===== src/rtl/riscv_pkg.sv =====
// Shared RV32I encoding constants, format codes and load-FSM state type.
// Used by instr_field_encoder and instr_encoder_loader.
package riscv_pkg;

  typedef enum logic [2:0] {
    FMT_R      = 3'd0,
    FMT_I      = 3'd1,
    FMT_LOAD   = 3'd2,
    FMT_STORE  = 3'd3,
    FMT_BRANCH = 3'd4,
    FMT_JAL    = 3'd5,
    FMT_JALR   = 3'd6,
    FMT_LUI    = 3'd7
  } fmt_e;

  localparam logic [6:0] OP_R      = 7'b0110011;
  localparam logic [6:0] OP_I      = 7'b0010011;
  localparam logic [6:0] OP_LOAD   = 7'b0000011;
  localparam logic [6:0] OP_STORE  = 7'b0100011;
  localparam logic [6:0] OP_BRANCH = 7'b1100011;
  localparam logic [6:0] OP_JAL    = 7'b1101111;
  localparam logic [6:0] OP_JALR   = 7'b1100111;
  localparam logic [6:0] OP_LUI    = 7'b0110111;

  localparam logic [31:0] NOP_WORD = 32'h0000_0013;

  typedef enum logic [1:0] {
    ST_IDLE = 2'd0,
    ST_LOAD = 2'd1,
    ST_DONE = 2'd2
  } load_state_e;

  // True when v is representable as an nbits-wide two's-complement value.
  function automatic logic fits_signed(input logic [31:0] v, input int unsigned nbits);
    logic [31:0] hi;
    hi = 32'($signed(v) >>> (nbits - 1));
    return (hi == 32'h0000_0000) || (hi == 32'hFFFF_FFFF);
  endfunction

endpackage


===== src/rtl/instr_encoder_loader_encoder.sv =====
// instr_field_encoder: combinational RV32I field packing with optional
// immediate range check (INSTR_ENC_RANGE_CHECK_EN).
module instr_field_encoder
  import riscv_pkg::*;
(
  input  logic [2:0]  fmt,
  input  logic [2:0]  func3,
  input  logic        alt,
  input  logic [4:0]  rd,
  input  logic [4:0]  rs1,
  input  logic [4:0]  rs2,
  input  logic [31:0] imm,
  output logic [31:0] word,
  output logic        imm_bad
);

  logic [31:0] raw;
  logic [6:0]  func7;

  always_comb begin
    func7 = alt ? 7'b0100000 : 7'b0000000;
    raw   = NOP_WORD;
    case (fmt)
      FMT_R:      raw = {func7, rs2, rs1, func3, rd, OP_R};
      FMT_I:      raw = {imm[11:0], rs1, func3, rd, OP_I};
      FMT_LOAD:   raw = {imm[11:0], rs1, 3'b010, rd, OP_LOAD};
      FMT_STORE:  raw = {imm[11:5], rs2, rs1, 3'b010, imm[4:0], OP_STORE};
      FMT_BRANCH: raw = {imm[12], imm[10:5], rs2, rs1, func3, imm[4:1], imm[11], OP_BRANCH};
      FMT_JAL:    raw = {imm[20], imm[10:1], imm[11], imm[19:12], rd, OP_JAL};
      FMT_JALR:   raw = {imm[11:0], rs1, 3'b000, rd, OP_JALR};
      FMT_LUI:    raw = {imm[31:12], rd, OP_LUI};
      default:    raw = NOP_WORD;
    endcase
  end

`ifdef INSTR_ENC_RANGE_CHECK_EN
  always_comb begin
    imm_bad = 1'b0;
    case (fmt)
      FMT_I, FMT_LOAD, FMT_STORE, FMT_JALR: imm_bad = !fits_signed(imm, 12);
      FMT_BRANCH: imm_bad = !fits_signed(imm, 13) || imm[0];
      FMT_JAL:    imm_bad = !fits_signed(imm, 21) || imm[0];
      FMT_LUI:    imm_bad = |imm[11:0];
      default:    imm_bad = 1'b0;
    endcase
  end

  // A rejected immediate still occupies its slot, as a harmless NOP.
  assign word = imm_bad ? NOP_WORD : raw;
`else
  logic unused_imm_lsb;

  assign imm_bad        = 1'b0;
  assign word           = raw;
  assign unused_imm_lsb = imm[0];
`endif

endmodule


===== src/rtl/instr_encoder_loader.sv =====
// Streams encoded RV32I words into instruction memory under a small load FSM.
// Optional immediate range check: define INSTR_ENC_RANGE_CHECK_EN.
module instr_encoder_loader
  import riscv_pkg::*;
#(
  parameter int ADDR_W = 8
) (
  input  logic              clk,
  input  logic              rst_n,
  input  logic              start,
  input  logic [ADDR_W-1:0] start_addr,
  input  logic              req_valid,
  output logic              req_ready,
  input  logic [2:0]        req_fmt,
  input  logic [2:0]        req_func3,
  input  logic              req_alt,
  input  logic [4:0]        req_rd,
  input  logic [4:0]        req_rs1,
  input  logic [4:0]        req_rs2,
  input  logic [31:0]       req_imm,
  input  logic              req_last,
  output logic              imem_we,
  output logic [ADDR_W-1:0] imem_addr,
  output logic [31:0]       imem_wdata,
  output logic              busy,
  output logic              done,
  output logic [ADDR_W:0]   word_count,
  output logic              err,
  output logic              ovf
);

  localparam logic [ADDR_W-1:0] ADDR_MAX = '1;

  load_state_e       state, state_nxt;
  logic [ADDR_W-1:0] addr;
  logic              xfer;
  logic              start_ok;
  logic              at_top;
  logic [31:0]       enc_word;
  logic              enc_bad;

  instr_field_encoder u_enc (
    .fmt     (req_fmt),
    .func3   (req_func3),
    .alt     (req_alt),
    .rd      (req_rd),
    .rs1     (req_rs1),
    .rs2     (req_rs2),
    .imm     (req_imm),
    .word    (enc_word),
    .imm_bad (enc_bad)
  );

  assign at_top = (addr == ADDR_MAX);
  assign xfer   = req_valid && req_ready;
  assign busy   = (state == ST_LOAD);
  assign done   = (state == ST_DONE);

  always_ff @(posedge clk or negedge rst_n) begin
    if (!rst_n) state <= ST_IDLE;
    else        state <= state_nxt;
  end

  always_comb begin
    state_nxt = state;
    req_ready = 1'b0;
    start_ok  = 1'b0;
    case (state)
      ST_IDLE, ST_DONE: begin
        start_ok = start;
        if (start) state_nxt = ST_LOAD;
      end
      ST_LOAD: begin
        req_ready = 1'b1;
        // Last word at the top address ends the load rather than wrapping.
        if (req_valid && (req_last || at_top)) state_nxt = ST_DONE;
      end
      default: state_nxt = ST_IDLE;
    endcase
  end

  always_ff @(posedge clk or negedge rst_n) begin
    if (!rst_n) begin
      addr       <= '0;
      imem_we    <= 1'b0;
      imem_addr  <= '0;
      imem_wdata <= '0;
      word_count <= '0;
      ovf        <= 1'b0;
    end else begin
      imem_we <= xfer;
      if (start_ok) begin
        addr       <= start_addr;
        word_count <= '0;
        ovf        <= 1'b0;
      end else if (xfer) begin
        imem_addr  <= addr;
        imem_wdata <= enc_word;
        word_count <= word_count + (ADDR_W + 1)'(1);
        if (!at_top) addr <= addr + ADDR_W'(1);
        if (at_top && !req_last) ovf <= 1'b1;
      end
    end
  end

`ifdef INSTR_ENC_RANGE_CHECK_EN
  always_ff @(posedge clk or negedge rst_n) begin
    if (!rst_n)                err <= 1'b0;
    else if (start_ok)         err <= 1'b0;
    else if (xfer && enc_bad)  err <= 1'b1;
  end
`else
  logic unused_enc_bad;

  assign err            = 1'b0;
  assign unused_enc_bad = enc_bad;
`endif

endmodule


===== config.mk =====
export PLATFORM = sky130hd
export DESIGN_NAME = instr_encoder_loader
export DESIGN_NICKNAME = d
export VERILOG_FILES = /design/src/rtl/riscv_pkg.sv /design/src/rtl/instr_encoder_loader_encoder.sv /design/src/rtl/instr_encoder_loader.sv
export SDC_FILE = /design/constraint.sdc
export NUM_CORES = 1
export LEC_CHECK = 0
export CAP_MARGIN = 20
export CELL_PAD_IN_SITES_DETAIL_PLACEMENT = 0
export CELL_PAD_IN_SITES_GLOBAL_PLACEMENT = 2
export CORE_MARGIN = 5
export CORE_UTILIZATION = 25
export CTS_BUF_LIST = sky130_fd_sc_hd__clkbuf_16
export DETAILED_ROUTE_END_ITERATION = 16
export MAX_ROUTING_LAYER = met4
export PLACE_DENSITY_LB_ADDON = 0.1
export SYNTH_ARGS = -nofsm -noshare
export SYNTH_HDL_FRONTEND = slang
export SYNTH_SLANG_ARGS = --single-unit
export TNS_END_PERCENT = 1

===== constraint.sdc =====
create_clock -name clk -period 1.75 [get_ports clk]
set_input_delay 0.175 -clock clk [delete_from_list [all_inputs] [get_ports clk]]
set_output_delay 0.175 -clock clk [all_outputs]
set_load 0.05 [all_outputs]

==> metrics.cfg <==
[run_status]
status=finished, final reports clean

[routing]
drc_errors=0
ant_nets=0
num_vias=2984
drt_pass1_iterations=4
drt-vias-per-instance=4.49
wl_per_cell_um=15.6
routed_wl_um=10400
drtIter0Drc=134

[die]
dieHeight_um=122
floorplan.initialDensity_pct=25.8
coreArea_um2=12100
die_w_um=122
rows=40
die_area_um2=14800
boundaryPins=122

[yosys]
ys_top_cells_by_count=nand2_1, dfrtp_1, nor2_1
synth_top_flop_cell=dfrtp_1
syn_nets=418
synthTopCellsByArea=dfrtp_1, nand2_1, o21ai_0
async_reset_ff_share_pct=100
synthCells=349
synthAdderAreaFrac_pct=0.802
ys_ff_latch=60
synth-edff-count=0
synth_top_family_by_area=simple AND/OR/NAND/NOR gates
netlist_area_um2=3120
seq_area_frac_synth_pct=48.1
synth_most_common_cell=nand2_1
synth_top_area_share_pct=48.1
yosys.area_share.xor_xnor_pct=2.53
synth.distinct_cells=46
ys_warn_count=0
synth_compound_area_share_pct=18.2
synth_top_area_cell=dfrtp_1
synth-simple-area-share_pct=21.4
syn_area_per_cell_um2=8.94
synthMuxAreaShare_pct=4.05

[timing]
fin_crit_ns=1.69
slew_violations=0
rsz0062_at_grt=no
tightest_slew_ns=0.524
fin_ws_ns=0.0567
fin_crit_sh_pct=96.8
setup_viol=0
relSlewSlack_pct=65.0
fin_skew_ns=0.00479
finalHoldViolCount=0
fmax_mhz=591

[placement]
hpwl_um=8000
numPortBuffers=120
place_area_um2=4700
gp_congestion=0.778
place_ws_ns=-0.0398
place_inst=648

[cts]
numCtsBuffers=9
clk_latency_ns=0.34
cts-root-buf=clkbuf_16
cts_tree=built
postCtsSetupRepairBufs=0
numClockSinks=60
cts_max_level=3
clk_pin_slew_ns=0.05
clock_path_buffers=2

[worst_setup_path]
endpoint_kind=output pin
worstPathArrival_ns=1.52
criticalPathCategory=reg2out
path_cells=clkdlybuf4s50_1
setup.worst_path.start_class=flop
cp_top_family=buffers and inverters
cp_slowest_cell=clkdlybuf4s50_1
crit_required_ns=1.57
cp_max_fo=3
cp_num_buf_inv=1
slowest_delay_ns=0.81

[power]
peakVddDrop_mv=0.664
total_power_uw=8720
p_leak_uw=0.00222
power_density_nw_per_um2=1730

[job]
drv_cap=0

[grt]
grt_usage_pct=15.3
grt_antenna_before_repair=0
grt_pass1_vias=3295
grt_max_degree=27
grt_pass1_wl_um=17100
overflow=0

[finish]
fin_nets=561
finalInstanceArea_um2=5050
syn_to_final_growth_pct=61.8
drive_gt1_share_pct=15.9
insertedDiodeCount=0
stdcell_count=665

[hold_path]
hp-class=in2async

-- path summary, 6_finish.rpt --
| check | from | end | slack, ns | cells past startpoint |
|---|---|---|---|---|
| setup / recovery | word_count[7] | word_count[7] | 0.06 | 1 |
| hold / removal | rst_n | word_count[5] | 0.29 | 2 |
| setup reg to reg | addr[0] | addr[5] | 0.21 | 5 |
| hold reg to reg | imem_wdata[6] | imem_wdata[6] | 0.47 | 2 |
| max in group asynchronous | rst_n | addr[0] | 0.91 | 3 |
| min in group clk | req_imm[17] | imem_wdata[17] | 0.40 | 3 |
-- registers in the layout, indices dropped and copies added (netlist names) --
register	count
addr	8
imem_addr	8
imem_wdata	31
imem_we	1
ovf	1
state	2
word_count	9
-- power by group --
part           leakage [uW]  internal [uW]  total (uW)  switching (uW)
clock              0.000166           1370        2010             638
sequential         0.000742           1940        2360             419
combinational       0.00131           1560        4350            2790
total               0.00222           4870        8720            3850
-- logic make-up after synthesis --
| family | after synthesis |
|---|---|
| DFF | 60 |
| xor gates and xnor gates | 9 |
| muxes | 12 |
| adders and majority gates | 2 |
| other | 1 |
| AOI/OAI and AO/OA | 88 |
| and+or+nand+nor | 145 |
| buffers and inverters | 32 |
-- layer usage --
| layer | global-route usage [%] | part of all wire [%] | vias up |
|---|---|---|---|
| met4 | 3.64 | 1.0 | 0 |
| met3 | 5.85 | 6.5 | 11 |
| met5 | - | 0 | - |
| li1 | - | - | 1502 |
| met2 | 23.8 | 46 | 72 |
| met1 | 18.9 | 46 | 1399 |
-- stage by stage --
stage	hold slack [ns]	util (%)	TNS, ns
global placement	0.119	38.8	-0.0377
finish	0.286	41.7	0
floorplan	-0.121	-	0
detailed placement	0.119	38.8	-0.0967
global route	0.319	41.7	0
CTS	0.306	41.6	0
-- cell type report --
class / instances / area, um^2
Fill cell: 1229 / 7060
Clock inverter: 7 / 106
Inverter: 6 / 27.5
Sequential cell: 60 / 1500
Clock buffer: 9 / 225
Timing Repair Buffer: 158 / 1510
Tap cell: 168 / 210
Multi-Input combinational cell: 257 / 1470
-- placed cells by master (no fill, tap or decap), drive strengths merged, types with 6 or more instances in the layout --
cell           synthesis  layout
dfrtp                 60      60
a221oi                 8       8
o31ai                  8       8
mux2i                  7       7
a31oi                  8       8
clkdlybuf4s50          0      96
o21ai                 23      23
xnor2                  6       6
nand2                 72      72
buf                   18      57
nor3                   6       6
a21oi                 18      18
nand2b                 7       7
o22ai                  6       6
clkbuf                 8       9
nor2                  27      27
inv                    5       6
nand3                 10      10
-- what timing repair did --
action / in CTS / in global routing
endpoints found under the hold margin: 12 / 0
endpoints found under the setup margin: 0 / 5
hold buffers: 1 / 0
gates resized for setup: 0 / 4
Power figures use the tool's default switching activity.
